## src/rtl/k_float2fix_seq_if.sv

```systemverilog
`default_nettype none
// ============================================================================
// Module   : k_float2fix_seq_if
// Purpose  : valid/ready input and output channels of the float-to-fixed converter.
// Revision : 1.0
// ============================================================================
interface k_float2fix_seq_if #(
  parameter int OUT_W = 32
);
  logic             in_valid;
  logic             in_ready;
  logic [31:0]      in_data;
  logic             out_valid;
  logic             out_ready;
  logic [OUT_W-1:0] out_data;
  logic             out_ovf;

  modport master (
    output in_valid, in_data, out_ready,
    input  in_ready, out_valid, out_data, out_ovf
  );

  modport slave (
    input  in_valid, in_data, out_ready,
    output in_ready, out_valid, out_data, out_ovf
  );
endinterface
`default_nettype wire

```

## src/rtl/k_float2fix_seq.sv

```systemverilog
`default_nettype none
// ============================================================================
// Module   : k_float2fix_seq
// Purpose  : IEEE-754 single to signed fixed point (FRAC_W fraction bits),
//            aligning the mantissa one bit per cycle. Optional macro
//            K_FLOAT2FIX_RNE_EN selects round-half-to-even over truncation.
// Revision : 1.0
// ============================================================================
module k_float2fix_seq #(
  parameter int OUT_W  = 32,
  parameter int FRAC_W = 16
) (
  input  logic             clk,
  input  logic             rst_n,
  k_float2fix_seq_if.slave bus_io
);

  localparam logic [OUT_W-1:0]   MAX_POS = {1'b0, {(OUT_W-1){1'b1}}};
  localparam logic [OUT_W-1:0]   MIN_NEG = {1'b1, {(OUT_W-1){1'b0}}};
  localparam logic signed [10:0] S_BIAS  = 11'(FRAC_W - 150);
  localparam logic signed [10:0] S_MAX   = 11'(OUT_W - 25);
  localparam logic signed [10:0] S_EXACT = 11'(OUT_W - 24);
  localparam logic signed [10:0] S_RMAX  = 11'(-25);
  localparam logic [5:0]         N_RMAX  = 6'd25;

  typedef enum logic [1:0] {
    ST_IDLE  = 2'd0,
    ST_LOAD  = 2'd1,
    ST_SHIFT = 2'd2,
    ST_DONE  = 2'd3
  } state_t;

  state_t            state_q, state_d;
  logic [31:0]       word_q, word_d;
  logic [OUT_W-1:0]  mag_q, mag_d;
  logic              sign_q, sign_d;
  logic              left_q, left_d;
  logic [5:0]        cnt_q, cnt_d;
  logic [OUT_W-1:0]  data_q, data_d;
  logic              ovf_q, ovf_d;

  logic [7:0]        exp_w;
  logic [22:0]       frac_w;
  logic signed [10:0] s_w;
  logic              in_shift;
  logic [OUT_W-1:0]  mag_load;
  logic [OUT_W-1:0]  mag_shift;
  logic [OUT_W-1:0]  fin_mag;
  logic              fin_sign;
  logic [OUT_W-1:0]  fin_data;
  logic              fin_ovf;

  assign exp_w     = word_q[30:23];
  assign frac_w    = word_q[22:0];
  assign s_w       = $signed({3'b000, exp_w}) + S_BIAS;
  assign in_shift  = (state_q == ST_SHIFT);
  assign mag_load  = OUT_W'({1'b1, frac_w});
  assign mag_shift = left_q ? (mag_q << 1) : (mag_q >> 1);

  // Final magnitude comes from the last shift, or straight from LOAD when n=0.
  assign fin_mag   = in_shift ? mag_shift : mag_load;
  assign fin_sign  = in_shift ? sign_q : word_q[31];

`ifdef K_FLOAT2FIX_RNE_EN
  logic             guard_q, guard_d;
  logic             sticky_q, sticky_d;
  logic             guard_shift, sticky_shift;
  logic             fin_guard, fin_sticky, rnd_up, rnd_ovf;
  logic [OUT_W:0]   mag_rnd;

  assign guard_shift  = ~left_q & mag_q[0];
  assign sticky_shift = sticky_q | guard_q;
  assign fin_guard    = in_shift & guard_shift;
  assign fin_sticky   = in_shift & sticky_shift;
  assign rnd_up       = fin_guard & (fin_sticky | fin_mag[0]);
  assign mag_rnd      = {1'b0, fin_mag} + {{OUT_W{1'b0}}, rnd_up};
  assign rnd_ovf      = fin_sign ? (mag_rnd > {1'b0, MIN_NEG}) : (mag_rnd > {1'b0, MAX_POS});

  always_comb begin
    fin_data = fin_sign ? -mag_rnd[OUT_W-1:0] : mag_rnd[OUT_W-1:0];
    fin_ovf  = 1'b0;
    if (rnd_ovf) begin
      fin_data = fin_sign ? MIN_NEG : MAX_POS;
      fin_ovf  = 1'b1;
    end
  end

  always_comb begin
    guard_d  = guard_q;
    sticky_d = sticky_q;
    if (state_q == ST_LOAD) begin
      guard_d  = 1'b0;
      sticky_d = 1'b0;
    end else if (in_shift) begin
      guard_d  = guard_shift;
      sticky_d = sticky_shift;
    end
  end

  always_ff @(posedge clk or negedge rst_n) begin
    if (!rst_n) begin
      guard_q  <= 1'b0;
      sticky_q <= 1'b0;
    end else begin
      guard_q  <= guard_d;
      sticky_q <= sticky_d;
    end
  end
`else
  assign fin_data = fin_sign ? -fin_mag : fin_mag;
  assign fin_ovf  = 1'b0;
`endif

  always_comb begin
    state_d = state_q;
    word_d  = word_q;
    mag_d   = mag_q;
    sign_d  = sign_q;
    left_d  = left_q;
    cnt_d   = cnt_q;
    data_d  = data_q;
    ovf_d   = ovf_q;
    unique case (state_q)
      ST_IDLE: begin
        if (bus_io.in_valid) begin
          word_d  = bus_io.in_data;
          state_d = ST_LOAD;
        end
      end
      ST_LOAD: begin
        sign_d = word_q[31];
        mag_d  = mag_load;
        left_d = ~s_w[10];
        cnt_d  = '0;
        if (exp_w == 8'd0) begin
          data_d  = '0;
          ovf_d   = 1'b0;
          state_d = ST_DONE;
        end else if (exp_w == 8'hFF) begin
          data_d  = (frac_w != '0) ? '0 : (word_q[31] ? MIN_NEG : MAX_POS);
          ovf_d   = 1'b1;
          state_d = ST_DONE;
        end else if (s_w[10]) begin
          cnt_d   = (s_w < S_RMAX) ? N_RMAX : 6'(-s_w);
          state_d = ST_SHIFT;
        end else if ((s_w > S_MAX) &&
                     !(word_q[31] && (frac_w == '0) && (s_w == S_EXACT))) begin
          // -2^(OUT_W-1) is the one value one bit past the positive range that still fits.
          data_d  = word_q[31] ? MIN_NEG : MAX_POS;
          ovf_d   = 1'b1;
          state_d = ST_DONE;
        end else if (s_w == '0) begin
          data_d  = fin_data;
          ovf_d   = fin_ovf;
          state_d = ST_DONE;
        end else begin
          cnt_d   = 6'(s_w);
          state_d = ST_SHIFT;
        end
      end
      ST_SHIFT: begin
        mag_d = mag_shift;
        cnt_d = cnt_q - 6'd1;
        if (cnt_q == 6'd1) begin
          data_d  = fin_data;
          ovf_d   = fin_ovf;
          state_d = ST_DONE;
        end
      end
      ST_DONE: begin
        if (bus_io.out_ready) begin
          state_d = ST_IDLE;
        end
      end
      default: state_d = ST_IDLE;
    endcase
  end

  always_ff @(posedge clk or negedge rst_n) begin
    if (!rst_n) begin
      state_q <= ST_IDLE;
      word_q  <= '0;
      mag_q   <= '0;
      sign_q  <= 1'b0;
      left_q  <= 1'b0;
      cnt_q   <= '0;
      data_q  <= '0;
      ovf_q   <= 1'b0;
    end else begin
      state_q <= state_d;
      word_q  <= word_d;
      mag_q   <= mag_d;
      sign_q  <= sign_d;
      left_q  <= left_d;
      cnt_q   <= cnt_d;
      data_q  <= data_d;
      ovf_q   <= ovf_d;
    end
  end

  assign bus_io.in_ready  = (state_q == ST_IDLE);
  assign bus_io.out_valid = (state_q == ST_DONE);
  assign bus_io.out_data  = data_q;
  assign bus_io.out_ovf   = ovf_q;

endmodule
`default_nettype wire

```

## src/flat_wrapper.sv

```systemverilog
// flat-port wrapper written by rule: the top's interface ports become plain ports
module k_float2fix_seq_flat 
#(
  parameter int OUT_W  = 32,
  parameter int FRAC_W = 16
)
  (clk, rst_n, bus_io_in_valid, bus_io_in_data, bus_io_out_ready, bus_io_in_ready, bus_io_out_valid, bus_io_out_data, bus_io_out_ovf);
  k_float2fix_seq_if #(.OUT_W(OUT_W)) bus_io_i ();
  input  logic clk;
  input  logic rst_n;
  input wire logic [$bits(bus_io_i.in_valid)-1:0] bus_io_in_valid;
  input wire logic [$bits(bus_io_i.in_data)-1:0] bus_io_in_data;
  input wire logic [$bits(bus_io_i.out_ready)-1:0] bus_io_out_ready;
  output wire logic [$bits(bus_io_i.in_ready)-1:0] bus_io_in_ready;
  output wire logic [$bits(bus_io_i.out_valid)-1:0] bus_io_out_valid;
  output wire logic [$bits(bus_io_i.out_data)-1:0] bus_io_out_data;
  output wire logic [$bits(bus_io_i.out_ovf)-1:0] bus_io_out_ovf;
  assign bus_io_i.in_valid = bus_io_in_valid;
  assign bus_io_i.in_data = bus_io_in_data;
  assign bus_io_i.out_ready = bus_io_out_ready;
  assign bus_io_in_ready = bus_io_i.in_ready;
  assign bus_io_out_valid = bus_io_i.out_valid;
  assign bus_io_out_data = bus_io_i.out_data;
  assign bus_io_out_ovf = bus_io_i.out_ovf;
  k_float2fix_seq #(.OUT_W(OUT_W), .FRAC_W(FRAC_W)) u_core (.clk(clk), .rst_n(rst_n), .bus_io(bus_io_i));
endmodule
```

## config.mk

```make
export PLATFORM = sky130hd
export DESIGN_NAME = k_float2fix_seq_flat
export DESIGN_NICKNAME = d
export VERILOG_FILES = /design/src/rtl/k_float2fix_seq_if.sv /design/src/rtl/k_float2fix_seq.sv /design/src/flat_wrapper.sv
export SDC_FILE = /design/constraint.sdc
export NUM_CORES = 1
export LEC_CHECK = 0
export ABC_CLOCK_PERIOD_IN_PS = 6300
export CORE_UTILIZATION = 60
export DETAILED_ROUTE_END_ITERATION = 7
export PLACE_DENSITY_LB_ADDON = 0.12
export RECOVER_POWER = 25
export SETUP_SLACK_MARGIN = 0.05
export SLEW_MARGIN = 5
export SYNTH_ARGS = -nofsm -noshare
export SYNTH_HDL_FRONTEND = slang
export SYNTH_SLANG_ARGS = --single-unit
```

## constraint.sdc

```tcl
create_clock -name clk -period 6.3 [get_ports clk]
set_input_delay 0.63 -clock clk [delete_from_list [all_inputs] [get_ports clk]]
set_output_delay 0.63 -clock clk [all_outputs]
set_load 0.1 [all_outputs]
```

* After elaboration in Yosys (flattened, before gate mapping)
Cells that the tools add are included.
Operators by class: add/sub/neg operators 4, multipliers 0, div/mod/pow operators 0, magnitude comparators 2, equal/unequal tests 11, shift-type cells 0, muxes and demuxes 37, bitwise logic cells 1, reductions and logical operators 13
Operators by type and width (number):
- $mux W32 | 11
- $pmux W32 S2 | 2
- $mux W6 | 6
- $neg A32 Y32 | 1
- $logic_not A23 Y1 | 1
- $reduce_bool A23 Y1 | 1
- $mux W2 | 7
- $pmux W6 S2 | 1
- $logic_not A11 Y1 | 1
- $add A9 B9 Y10 const B | 1
- $eq A10 B5 Y1 const B | 1
- $gt A10 B4 Y1 const B | 1
- $lt A10 B6 Y1 const B | 1
- $eq A8 B8 Y1 const B | 1
- $logic_not A8 Y1 | 1
- $mux W1 | 8
- $pmux W2 S4 | 1
- $eq A6 B1 Y1 const B | 1
- $ne A2 B2 Y1 const B | 3
- $neg A6 Y6 | 1
- $sub A6 B1 Y6 const B | 1
- $ne A5 B1 Y1 const B | 1
- $eq A2 B2 Y1 const B | 2
- $ne A4 B4 Y1 const B | 1
- 10 further kinds | 12
Word-level totals: flip-flop bits (word level) 107, bits in latches 0, RAM bits 0, memory bits (read-only) 0, input bits 36, output and inout port bits 35, word-level logic and storage cells 76, memories kept 0

* Depth between registers and ports, before layout
Gate-level depths: netlist (run 1).
word-level depth 10, depth in mapped cells 18, gate-level depth less buffers 13

* Worst setup path before layout (run 1)
No wires, ideal clock.
kind register to register, start reg u_core.state_q[0], end reg u_core.data_q[22] (netlist: u_core.bus_io.out_data[22]), library setup time 69 ps, arrival 3447 ps, data required time 6231 ps, path slack 2784 ps, cell stages (with the launch flop) 18, path buffers 5, clock period less this slack 3516 ps, path through dfrtp_1 inv_1 ha_1 buf_2 buf_1 buf_2 buf_2 inv_1 clkbuf_1 a21oi_1 ha_1 inv_1 a211o_1 nor2_1 nor4b_1 mux2_2 o21ai_0 a22o_1
On the way: word-level cells in the longest chain between the ends 10, elaborated cells on any way between the ends 18, classes of those cells add/sub (1); eq/ne (5); mux (10); reduce/logical (2)
Ends and longest elaborated chain:
- from (decl) | RTL line k_float2fix_seq.sv:33 | state_t state_q, state_d;
- from (signal assigned) | RTL line k_float2fix_seq.sv:190 | state_q <= state_d;
- $eq A2 B2 Y1 | RTL line k_float2fix_seq.sv:56, k_float2fix_seq.sv:123
- $mux W32 | RTL line k_float2fix_seq.sv:61 | assign fin_mag = in_shift ? mag_shift : mag_load;
- $neg A32 Y32 | RTL line k_float2fix_seq.sv:110 | assign fin_data = fin_sign ? -fin_mag : fin_mag;
- $mux W32 | RTL line k_float2fix_seq.sv:110
- $mux W32 | RTL line k_float2fix_seq.sv:152 | end else if (s_w == '0) begin
- $mux W32 | RTL line k_float2fix_seq.sv:146 | end else if ((s_w > S_MAX) &&
- $mux W32 | RTL line k_float2fix_seq.sv:143 | end else if (s_w[10]) begin
- $mux W32 | RTL line k_float2fix_seq.sv:139 | end else if (exp_w == 8'hFF) begin
- $mux W32 | RTL line k_float2fix_seq.sv:135 | if (exp_w == 8'd0) begin
- $pmux W32 S2 | RTL line k_float2fix_seq.sv:123 | unique case (state_q)
- to (signal assigned) | RTL line k_float2fix_seq.sv:196 | data_q <= data_d;
- to (decl) | RTL line k_float2fix_seq.sv:39 | logic [OUT_W-1:0] data_q, data_d;
Several ways; a longest one is shown, not always the timed one. The select of a mux whose other input is x is not followed. A chain may end at the register's enable or synchronous reset.

* Final worst setup path (run 1)
start reg u_core.state_q[0], end reg u_core.data_q[7] (netlist: u_core.bus_io.out_data[7])
Same word-level chain as after synthesis.

==> run metrics, run 1 <==
ys flop type dfrtp_1; initial DRC count 385; worst slew pin tran approximately 1.9 ns; Post-route DRC 0; global-route wire length before repair roughly 24 mm; latest clock arrival within the worst-skew pair about 0.37 ns; grt peak-use layer met2; Yosys cell types 65; syn_area_per_cell 9.93 um^2; FF-to-FF End u_core.bus_io.out_data[7]; Non-Filler Instances 829; Vias slightly above 5000; Root Driver clkbuf_8; Final min period approximately 3.8 ns; IO Count just over 70; placed cell count 813; slack of the critical path approximately 2.5 ns; Die X ~110 um; total global routing overflow 0; max frequency between 200 and 300 MHz; Ant. Diodes 0; flip-flop and latch count after synthesis ~110; CTS Buffer Depth 2; setup tns final 0 ns; Mapped Nets slightly below 700; Crit Path Class flip-flop to flip-flop; Netlist Area Pre-Place ~6400 um^2; NumNets Final roughly 740; cells on worst reg2reg path 7; Post-Place Worst Slack between 2 and 3 ns; met3 usage 0.0443; Hold Buf Count CTS 0; Slew Limit Fails between 100 and 150; Critical path origin u_core.state_q[0]; CTS tree yes; H-tree Lvls 3; met2 usage 0.415; CTS buffer count 9; Critical Path Start Type flip-flop; maxcap violations 2; # clock sinks 107; worst endpoint data arrival time ~4 ns; outcome complete, but fails checks; maximum net fanout on the critical path 36; post-synth top area cell dfrtp_1; IO Port Bufs 70; post_cts resized 0; FFs w/ async S/R, synth 1.00; Global Route Usage Sum 0.275; Req. time, crit path approximately 6.6 ns; worst hold slack ~0.51 ns; RSZ-0062 raised after global routing false; vias in the first global route ~4700; post-synthesis sequential area ratio 0.420; share of the synthesized area in the top cell type 0.420; Row Count 37; first-pass iteration count of the detailed router 5; top post-synthesis cells by area dfrtp_1, mux2_2, mux2i_1; most common cell in the netlist dfrtp_1; core area between 10000 and 15000 um^2; final-report hold violation count 0; met1 usage 0.409; DR vias/cell slightly above 6; headroom to the max-slew limit -0.256; capture point of the worst path u_core.bus_io.out_data[7]; RR Startpoint u_core.state_q[0]; # fillers between 700 and 800; synth cell count leaders dfrtp_1, mux2_2, a21oi_1, nand2_1, nor2_1; initial antenna violation count 0; Mapped Cells 642; Final ANT Viol Nets 0; Hold Path Class flip-flop to flip-flop; DIE HEIGHT between 100 and 150 um; P&R area growth vs syn 14.3%; CP Capture Type flip-flop; reg2reg setup slack between 2 and 2.5 ns; fraction of layout cells with a size suffix above 1 0.153; WL/cell 17.3 um; Post-synth EDFFs 0; Final Cycle Share 0.603; largest net degree at the start of global routing approximately 80; starting density of the core 0.617; Final Skew between 0.01 and 0.015 ns; gpl congestion roughly 0.9; drt total wl about 14 mm; synth warn 0; Reg clk slew, reported paths roughly 0.1 ns; total die area about 11000 um^2; detailed placement HPWL 10.7 mm; Finish-stage setup viols 0; Post-CTS Setup Repair Bufs 0; failing checks capacitance limit, slew limit
[how the worst min path moves through the flow]
stage               slack (ns)  depth (start not counted)                    endpoint                       start
floorplan                 0.33                          0   u_core.bus_io.out_data[0]                       rst_n
global placement          0.47                          1   u_core.bus_io.out_data[5]   u_core.bus_io.out_data[5]
detailed placement        0.49                          1  u_core.bus_io.out_data[21]  u_core.bus_io.out_data[21]
CTS                       0.17                          1  u_core.bus_io.out_data[11]                       rst_n
global route              0.53                          1  u_core.bus_io.out_data[21]  u_core.bus_io.out_data[21]
finish                    0.51                          1  u_core.bus_io.out_data[21]  u_core.bus_io.out_data[21]
[kinds of logic (layout without fill, tap and decap cells)]
group,after synthesis,after routing,share of synthesized area
fa+ha+maj,13,13,0.0255
flops,107,107,0.420
buf+inv,60,111,0.0404
compound gates,162,162,0.168
mux,98,98,0.170
simple gates,175,175,0.139
xor+xnor,27,27,0.0371
[worst max-delay path: stages, from the launching register on]
cell and delay, ns:
dfrtp_1 0.43, inv_1 0.10, ha_1 0.28, buf_4 0.37, inv_1 0.45, a21oi_1 0.87
nand2_1 0.69, mux2_2 0.46
[area by class of cell]
cell class	count	area, um^2	area share
repair buffers	78	752	0.103
clock inverters	5	38.8	0.00533
flip-flops and latches	107	2680	0.368
clock buffers	11	141	0.0194
inverters	17	63.8	0.00876
multi-input cells	475	3440	0.472
well taps	136	170	0.0234
[through the flow]
step / instance area [um^2] / util
after global routing: 7280 / 0.705
after CTS: 7290 / 0.706
final: 7280 / 0.705
after detailed placement: 7110 / 0.689
after floorplan: 6370 / -
after global placement: 7110 / 0.689
[layer usage]
metal / part of all wire / up-vias
met5: 0 / -
met4: 0.013 / 0
met3: 0.056 / 19
met2: 0.45 / 173
met1: 0.48 / 2421
li1: - / 2460
[flip-flops by register name, summed over array words and instances, names as in the netlist]
register and cells:
u_core.mag_q 32, u_core.cnt_q 6, u_core.bus_io.out_ovf 1, u_core.bus_io.out_data 32, u_core.sign_q 1, u_core.word_q 32, u_core.left_q 1, u_core.state_q 2
[placed cells by master (no fill, tap or decap), types with 17 or more instances in the layout]
| cell type | n |
|---|---|
| xor2_1 | 17 |
| nor2_1 | 42 |
| a21oi_1 | 51 |
| mux2_2 | 71 |
| inv_1 | 17 |
| o21ai_0 | 26 |
| nor3_1 | 18 |
| mux2i_1 | 26 |
| nand2_1 | 47 |
| clkdlybuf4s50_1 | 69 |
| dfrtp_1 | 107 |
Power of run 1 is not shown: default switching activity piles up to over one toggle a cycle in this logic, so the estimate is an artifact.
==> inputs of run 2 (changes only) <==
- ABC_CLOCK_PERIOD_IN_PS: 6300 -> 3850
- CORE_UTILIZATION: 60 -> 57
- clock period: 6.3 -> 3.85 ns (I/O delays scaled with it)
==> run 2 against run 1 <==
  * The flow still finishes with violations (capacitance limit, slew limit)
  * Core utilization shrank 2.7 points
  * Worst hold slack gained 0.0048 ns
  * Sequential cell count is the same
  * Setup slack lost 2.1 ns
  * Via count grew 1.0%
  * Global-route usage shrank 0.41 points
  * Non-clock buffer count grew 11
  * First-iteration DRC count shrank 8.8%
  * Sequential share of layout area shrank 0.51 points
==> run metrics, run 2 (synthesis results as in run 1) <==
Finish-stage setup viols 0 (unchanged); worst path bufs/invs 2 (was 3); vias in the first global route 4923 (was 4744); Final Skew 0.00815 ns (was 0.0108 ns); core area 10900 um^2 (was 10300 um^2); gpl congestion 0.874 (was 0.895); Vias 5125 (was 5073); P&R area growth vs syn 15.9% (was 14.3%); IO Port Bufs 70 (unchanged); CTS tree yes (unchanged); wire length on met2 6.59 mm (was 6.44 mm); H-tree Lvls 3 (unchanged); largest net degree at the start of global routing 40 (was 78); DIE HEIGHT 108 um (was 105 um); placed cell count 827 (was 813); maxcap violations 1 (was 2); final-report hold violation count 0 (unchanged); M1 WL 7.14 mm (was 6.90 mm); drt total wl 14.7 mm (was 14.3 mm); # fillers 897 (was 798); post-layout util 0.678 (was 0.705); crit path cell chain buf_4 > nor3_1 > a21oi_1 > ha_1 > inv_1 > a211o_1 > nor2_1 > nor4b_1 > mux2_2 > o21ai_0 > a22o_1 (was inv_1 > ha_1 > buf_4 > inv_1 > a21oi_1 > nand2_1 > mux2_2); Hold Path Stages 1 (unchanged); Crit-path slowest cell dfrtp_1 (was a21oi_1); max frequency 286 MHz (was 263 MHz); Final min period 3.49 ns (was 3.80 ns); starting density of the core 0.585 (was 0.617); Final ANT Viol Nets 0 (unchanged); global-route wire length before repair 24.4 mm (was 24.0 mm); hold_sp u_core.bus_io.out_data[21] (unchanged); initial DRC count 351 (was 385); worst endpoint data arrival time 3.82 ns (was 4.07 ns); CP Capture Type flip-flop (unchanged); Die X 108 um (was 105 um); CTS Buffer Depth 2 (unchanged); cells on worst reg2reg path 11 (was 7); DR vias/cell 6.07 (was 6.12); outcome complete, but fails checks (unchanged); Multi-input gate area 3450 um^2 (was 3440 um^2); CTS buffer count 9 (unchanged); Crit Path Class flip-flop to flip-flop (unchanged); latest clock arrival within the worst-skew pair 0.38 ns (was 0.37 ns); IO Count 71 (unchanged); fraction of layout cells with a size suffix above 1 0.166 (was 0.153); # clock sinks 107 (unchanged); Post-route DRC 0 (unchanged); Reg clk slew, reported paths 0.10 ns (about the same); Root Driver clkbuf_8 (unchanged); Slew Limit Fails 36 (was 110); RSZ-0062 raised after global routing false (unchanged); WL/cell 17.5 um (was 17.3 um); Storage cell area 2680 um^2 (unchanged); Non-Filler Instances 844 (was 829); met3 wire len 654 um (was 799 um); Worst path max stage delay 0.85 ns (was 0.87 ns); commonest non-fill, non-tap cell in the layout dfrtp_1 (unchanged); Critical Path Start Type flip-flop (unchanged); total die area 11600 um^2 (was 11000 um^2); Req. time, crit path 4.17 ns (was 6.57 ns); Design Area, Final 7390 um^2 (was 7280 um^2); Global Route Usage Sum 0.271 (was 0.275); worst slew pin tran 1.86 ns (was 1.88 ns); maximum net fanout on the critical path 24 (was 36); Ant. Diodes 0 (unchanged); failing checks capacitance limit, slew limit (unchanged); delay-heaviest family, CP flip-flops (was buffers and inverters); Hold Path Class flip-flop to flip-flop (unchanged); Highest Signal Layer met4 (unchanged); most frequent cells in the layout dfrtp_1, mux2_2, clkdlybuf4s50_1 (unchanged); NumNets Final 748 (was 737); Row Count 38 (was 37); hold path endpoint u_core.bus_io.out_data[21] (unchanged); total global routing overflow 0 (unchanged); reg2reg setup slack 0.36 ns (was 2.50 ns); headroom to the max-slew limit -0.238 (was -0.256); first-pass iteration count of the detailed router 5 (unchanged); detailed placement HPWL 11.0 mm (was 10.7 mm); setup tns final 0 ns (unchanged); Placed Area 7190 um^2 (was 7110 um^2); RR Startpoint u_core.left_q (was u_core.state_q[0]); FF-to-FF End u_core.bus_io.out_data[22] (was u_core.bus_io.out_data[7]); Final Cycle Share 0.908 (was 0.603); initial antenna violation count 0 (unchanged)
-- run 2: layout make-up --
| cell class | instances | area share |
|---|---|---|
| clock buffers | 10 | 0.0173 |
| clock inverters | 6 | 0.00678 |
| inverters | 17 | 0.00864 |
| multi-input cells | 475 | 0.468 |
| flip-flops and latches | 107 | 0.363 |
| well taps | 140 | 0.0237 |
| repair buffers | 89 | 0.113 |
-- run 2: layer usage --
layer,track usage,vias to the layer above
met3,0.0369,29
li1,-,2472
met2,0.413,153
met1,0.392,2471
met5,0,-
met4,0.0988,0
-- run 2: worst reg2reg max path, cell delays in order (launching register included) --
cell	delay, ns
dfrtp_1	0.85
buf_4	0.44
nor3_1	0.15
a21oi_1	0.19
ha_1	0.20
inv_1	0.06
a211o_1	0.30
nor2_1	0.12
nor4b_1	0.39
mux2_2	0.39
o21ai_0	0.20
a22o_1	0.15
-- run 2: repair_timing --
item | in CTS | in global routing
hold buffers | 1 | 0
setup buffers | 0 | 0
endpoints found under the setup margin | 0 | 2
hold endpoints to repair | 33 | 0
gates resized for setup | 0 | 2
-- run 2: per-stage QoR --
stage	setup WS, ns	hold WS [ns]
global route	0.0901	0.533
detailed placement	0.347	0.364
CTS	0.326	0.489
finish	0.356	0.510
floorplan	0.334	0.0894
global placement	0.418	0.356
-- run 2: worst max path at each step --
stage	start	endpoint	slack [ns]	cells after the start
finish	u_core.left_q	u_core.bus_io.out_data[22]	0.36	11
global route	u_core.word_q[24]	u_core.bus_io.out_data[16]	0.09	8
detailed placement	u_core.state_q[0]	u_core.bus_io.out_data[22]	0.35	13
floorplan	u_core.state_q[0]	u_core.bus_io.out_data[22]	0.33	17
global placement	u_core.state_q[0]	u_core.bus_io.out_data[22]	0.42	13
CTS	u_core.state_q[0]	u_core.bus_io.out_data[22]	0.33	13
Power of run 2 is left out for the same reason.
==> inputs of run 3 (changes only) <==
- ABC_CLOCK_PERIOD_IN_PS: 3850 -> 2900
- CORE_UTILIZATION: 57 -> 52
- clock period: 3.85 -> 2.9 ns (I/O delays scaled with it)
==> run 3 against run 2 <==
  * The run still ends with capacitance limit, slew limit left
  * Clock-buffer cell count rose by 2
  * First-iteration DRC count is 31% higher
  * Final area rose by 13%
  * Global-route usage shrank 0.083 points
  * Clock skew rose by 0.0038 ns
  * Routed wire length is 12% higher
  * Non-clock buffer count rose by 83
  * Worst hold slack got worse by 0.14 ns
==> run metrics, run 3 (synthesis results as in run 1) <==
Req. time, crit path 3.17 ns (was 4.17 ns); Crit Path Class flip-flop to flip-flop (unchanged); global-route wire length before repair 27.0 mm (was 24.4 mm); Row Count 40 (was 38); worst slew pin tran 1.70 ns (was 1.86 ns); failing checks capacitance limit, slew limit (unchanged); gpl congestion 0.859 (was 0.874); RSZ-0062 raised after global routing true (was false); Slew Limit Fails 66 (was 36); core area 12000 um^2 (was 10900 um^2); CTS Buffer Depth 2 (unchanged); Crit-path slowest cell or4_4 (was dfrtp_1); Hold Path Class primary input to asynchronous set/reset pin (was flip-flop to flip-flop); headroom to the max-slew limit -0.131 (was -0.238); total die area 12700 um^2 (was 11600 um^2); slack of the critical path 0.0477 ns (was 0.356 ns); fraction of layout cells with a size suffix above 1 0.335 (was 0.166); final-report hold violation count 0 (unchanged); CTS tree yes (unchanged); FF-to-FF End u_core.bus_io.out_data[27] (was u_core.bus_io.out_data[22]); DIE HEIGHT 113 um (was 108 um); Die X 113 um (was 108 um); Vias 5506 (was 5125); detailed placement HPWL 12.1 mm (was 11.0 mm); IO Port Bufs 70 (unchanged); Final min period 2.85 ns (was 3.49 ns); Root Driver clkbuf_16 (was clkbuf_8); Reg clk slew, reported paths 0.07 ns (was 0.10 ns); vias in the first global route 5273 (was 4923); maxcap violations 1 (unchanged); CTS buffer count 9 (unchanged); max frequency 351 MHz (was 286 MHz); latest clock arrival within the worst-skew pair 0.36 ns (was 0.38 ns); placed cell count 907 (was 827); Final Cycle Share 0.984 (was 0.908); P&R area growth vs syn 30.7% (was 15.9%); capture point of the worst path u_core.bus_io.out_data[27] (was u_core.bus_io.out_data[22]); most frequent cells in the layout buf_4, dfrtp_1, mux2_2 (was dfrtp_1, mux2_2, clkdlybuf4s50_1); Storage cell area 2680 um^2 (unchanged); # clock sinks 107 (unchanged); # fillers 911 (was 897); RR Startpoint u_core.state_q[0] (was u_core.left_q); Finish-stage setup viols 0 (unchanged); commonest non-fill, non-tap cell in the layout buf_4 (was dfrtp_1); largest net degree at the start of global routing 66 (was 40); Critical path origin u_core.state_q[0] (was u_core.left_q); Ant. Diodes 0 (unchanged); maximum net fanout on the critical path 7 (was 24); DR vias/cell 5.90 (was 6.07); cells on worst reg2reg path 13 (was 11); Multi-input gate area 3630 um^2 (was 3450 um^2); worst endpoint data arrival time 3.12 ns (was 3.82 ns); CP Capture Type flip-flop (unchanged); IO Count 71 (unchanged); Post-route DRC 0 (unchanged); Non-Filler Instances 933 (was 844); initial antenna violation count 0 (unchanged); Critical Path Start Type flip-flop (unchanged); Final ANT Viol Nets 0 (unchanged); H-tree Lvls 3 (unchanged); starting density of the core 0.533 (was 0.585); NumNets Final 831 (was 748); WL/cell 17.7 um (was 17.5 um); Final Skew 0.0119 ns (was 0.00815 ns); first-pass iteration count of the detailed router 5 (unchanged); Post-Place Worst Slack -0.216 ns (was 0.347 ns); drt total wl 16.5 mm (was 14.7 mm); crit path cell chain inv_2 > ha_4 > buf_12 > buf_4 > nor2_2 > a21oi_2 > or4_4 > nor4_4 > buf_4 > buf_6 > a31oi_1 > xor2_1 > a211oi_1 (was buf_4 > nor3_1 > a21oi_1 > ha_1 > inv_1 > a211o_1 > nor2_1 > nor4b_1 > mux2_2 > o21ai_0 > a22o_1); initial DRC count 459 (was 351); reg2reg setup slack 0.05 ns (was 0.36 ns); outcome complete, but fails checks (unchanged); Global Route Usage Sum 0.270 (was 0.271); total global routing overflow 0 (unchanged); Worst path max stage delay 0.60 ns (was 0.85 ns); most numerous cell on the critical path buf_4; post-layout util 0.696 (was 0.678)
-- run 3: cell types whose count changed in the layout (fill, tap and decap cells not counted), moves of 4 or more --
cell             previous run  this run
clkdlybuf4s50_1            69        34
clkbuf_16                   0         9
buf_12                      0         5
nor3_4                      0         4
buf_4                      17       130
nor3_1                     17        13
clkbuf_8                    9         2
-- run 3: worst min-delay path by stage --
| stage | from | endpoint | slack, ns | depth (start not counted) |
|---|---|---|---|---|
| floorplan | rst_n | u_core.bus_io.out_data[0] | -0.006 | 0 |
| detailed placement | rst_n | u_core.bus_io.out_data[27] | 0.45 | 1 |
| global placement | rst_n | u_core.bus_io.out_data[27] | 0.45 | 1 |
| global route | rst_n | u_core.bus_io.out_data[30] | 0.50 | 1 |
| CTS | rst_n | u_core.bus_io.out_data[27] | 0.06 | 1 |
| finish | rst_n | u_core.bus_io.out_data[15] | 0.37 | 1 |
-- run 3: per-stage QoR --
| step | TNS [ns] | hold slack [ns] | instance area [um^2] |
|---|---|---|---|
| 2_1_floorplan | -0.131 | -0.00559 | 6470 |
| 3_3_place_gp | -0.312 | 0.454 | 7740 |
| 3_5_place_dp | -2.26 | 0.453 | 7740 |
| 4_1_cts | 0 | 0.0646 | 8140 |
| 5_1_grt | -0.00511 | 0.497 | 8330 |
| 6_report | 0 | 0.368 | 8330 |
-- run 3: critical path: cells and delay by family (launching register included) --
family,cells,cell delay [ns]
compound gates,3,0.38
buf+inv,5,0.64
flops,1,0.37
fa+ha+maj,1,0.17
simple gates,3,1.05
xor+xnor,1,0.16
-- run 3: layout make-up --
type	instances	share of cell area
clock buffers	12	0.0308
inverters	17	0.00796
flip-flops and latches	107	0.321
clock inverters	3	0.00826
multi-input cells	475	0.436
well taps	147	0.0221
repair buffers	172	0.174
-- run 3: what timing repair did --
action / in CTS / in global routing
hold buffers: 0 / 0
pin swaps: 2 / 11
buffers inserted: 1 / 10
endpoints found under the setup margin: 26 / 31
resized for setup: 9 / 25
-- run 3: routing by layer --
layer	global-route usage	wire length [um]
met1	0.392	7850
met2	0.407	7380
met3	0.0380	953
met4	0.109	342
met5	0	0
Power of run 3 is left out for the same reason.
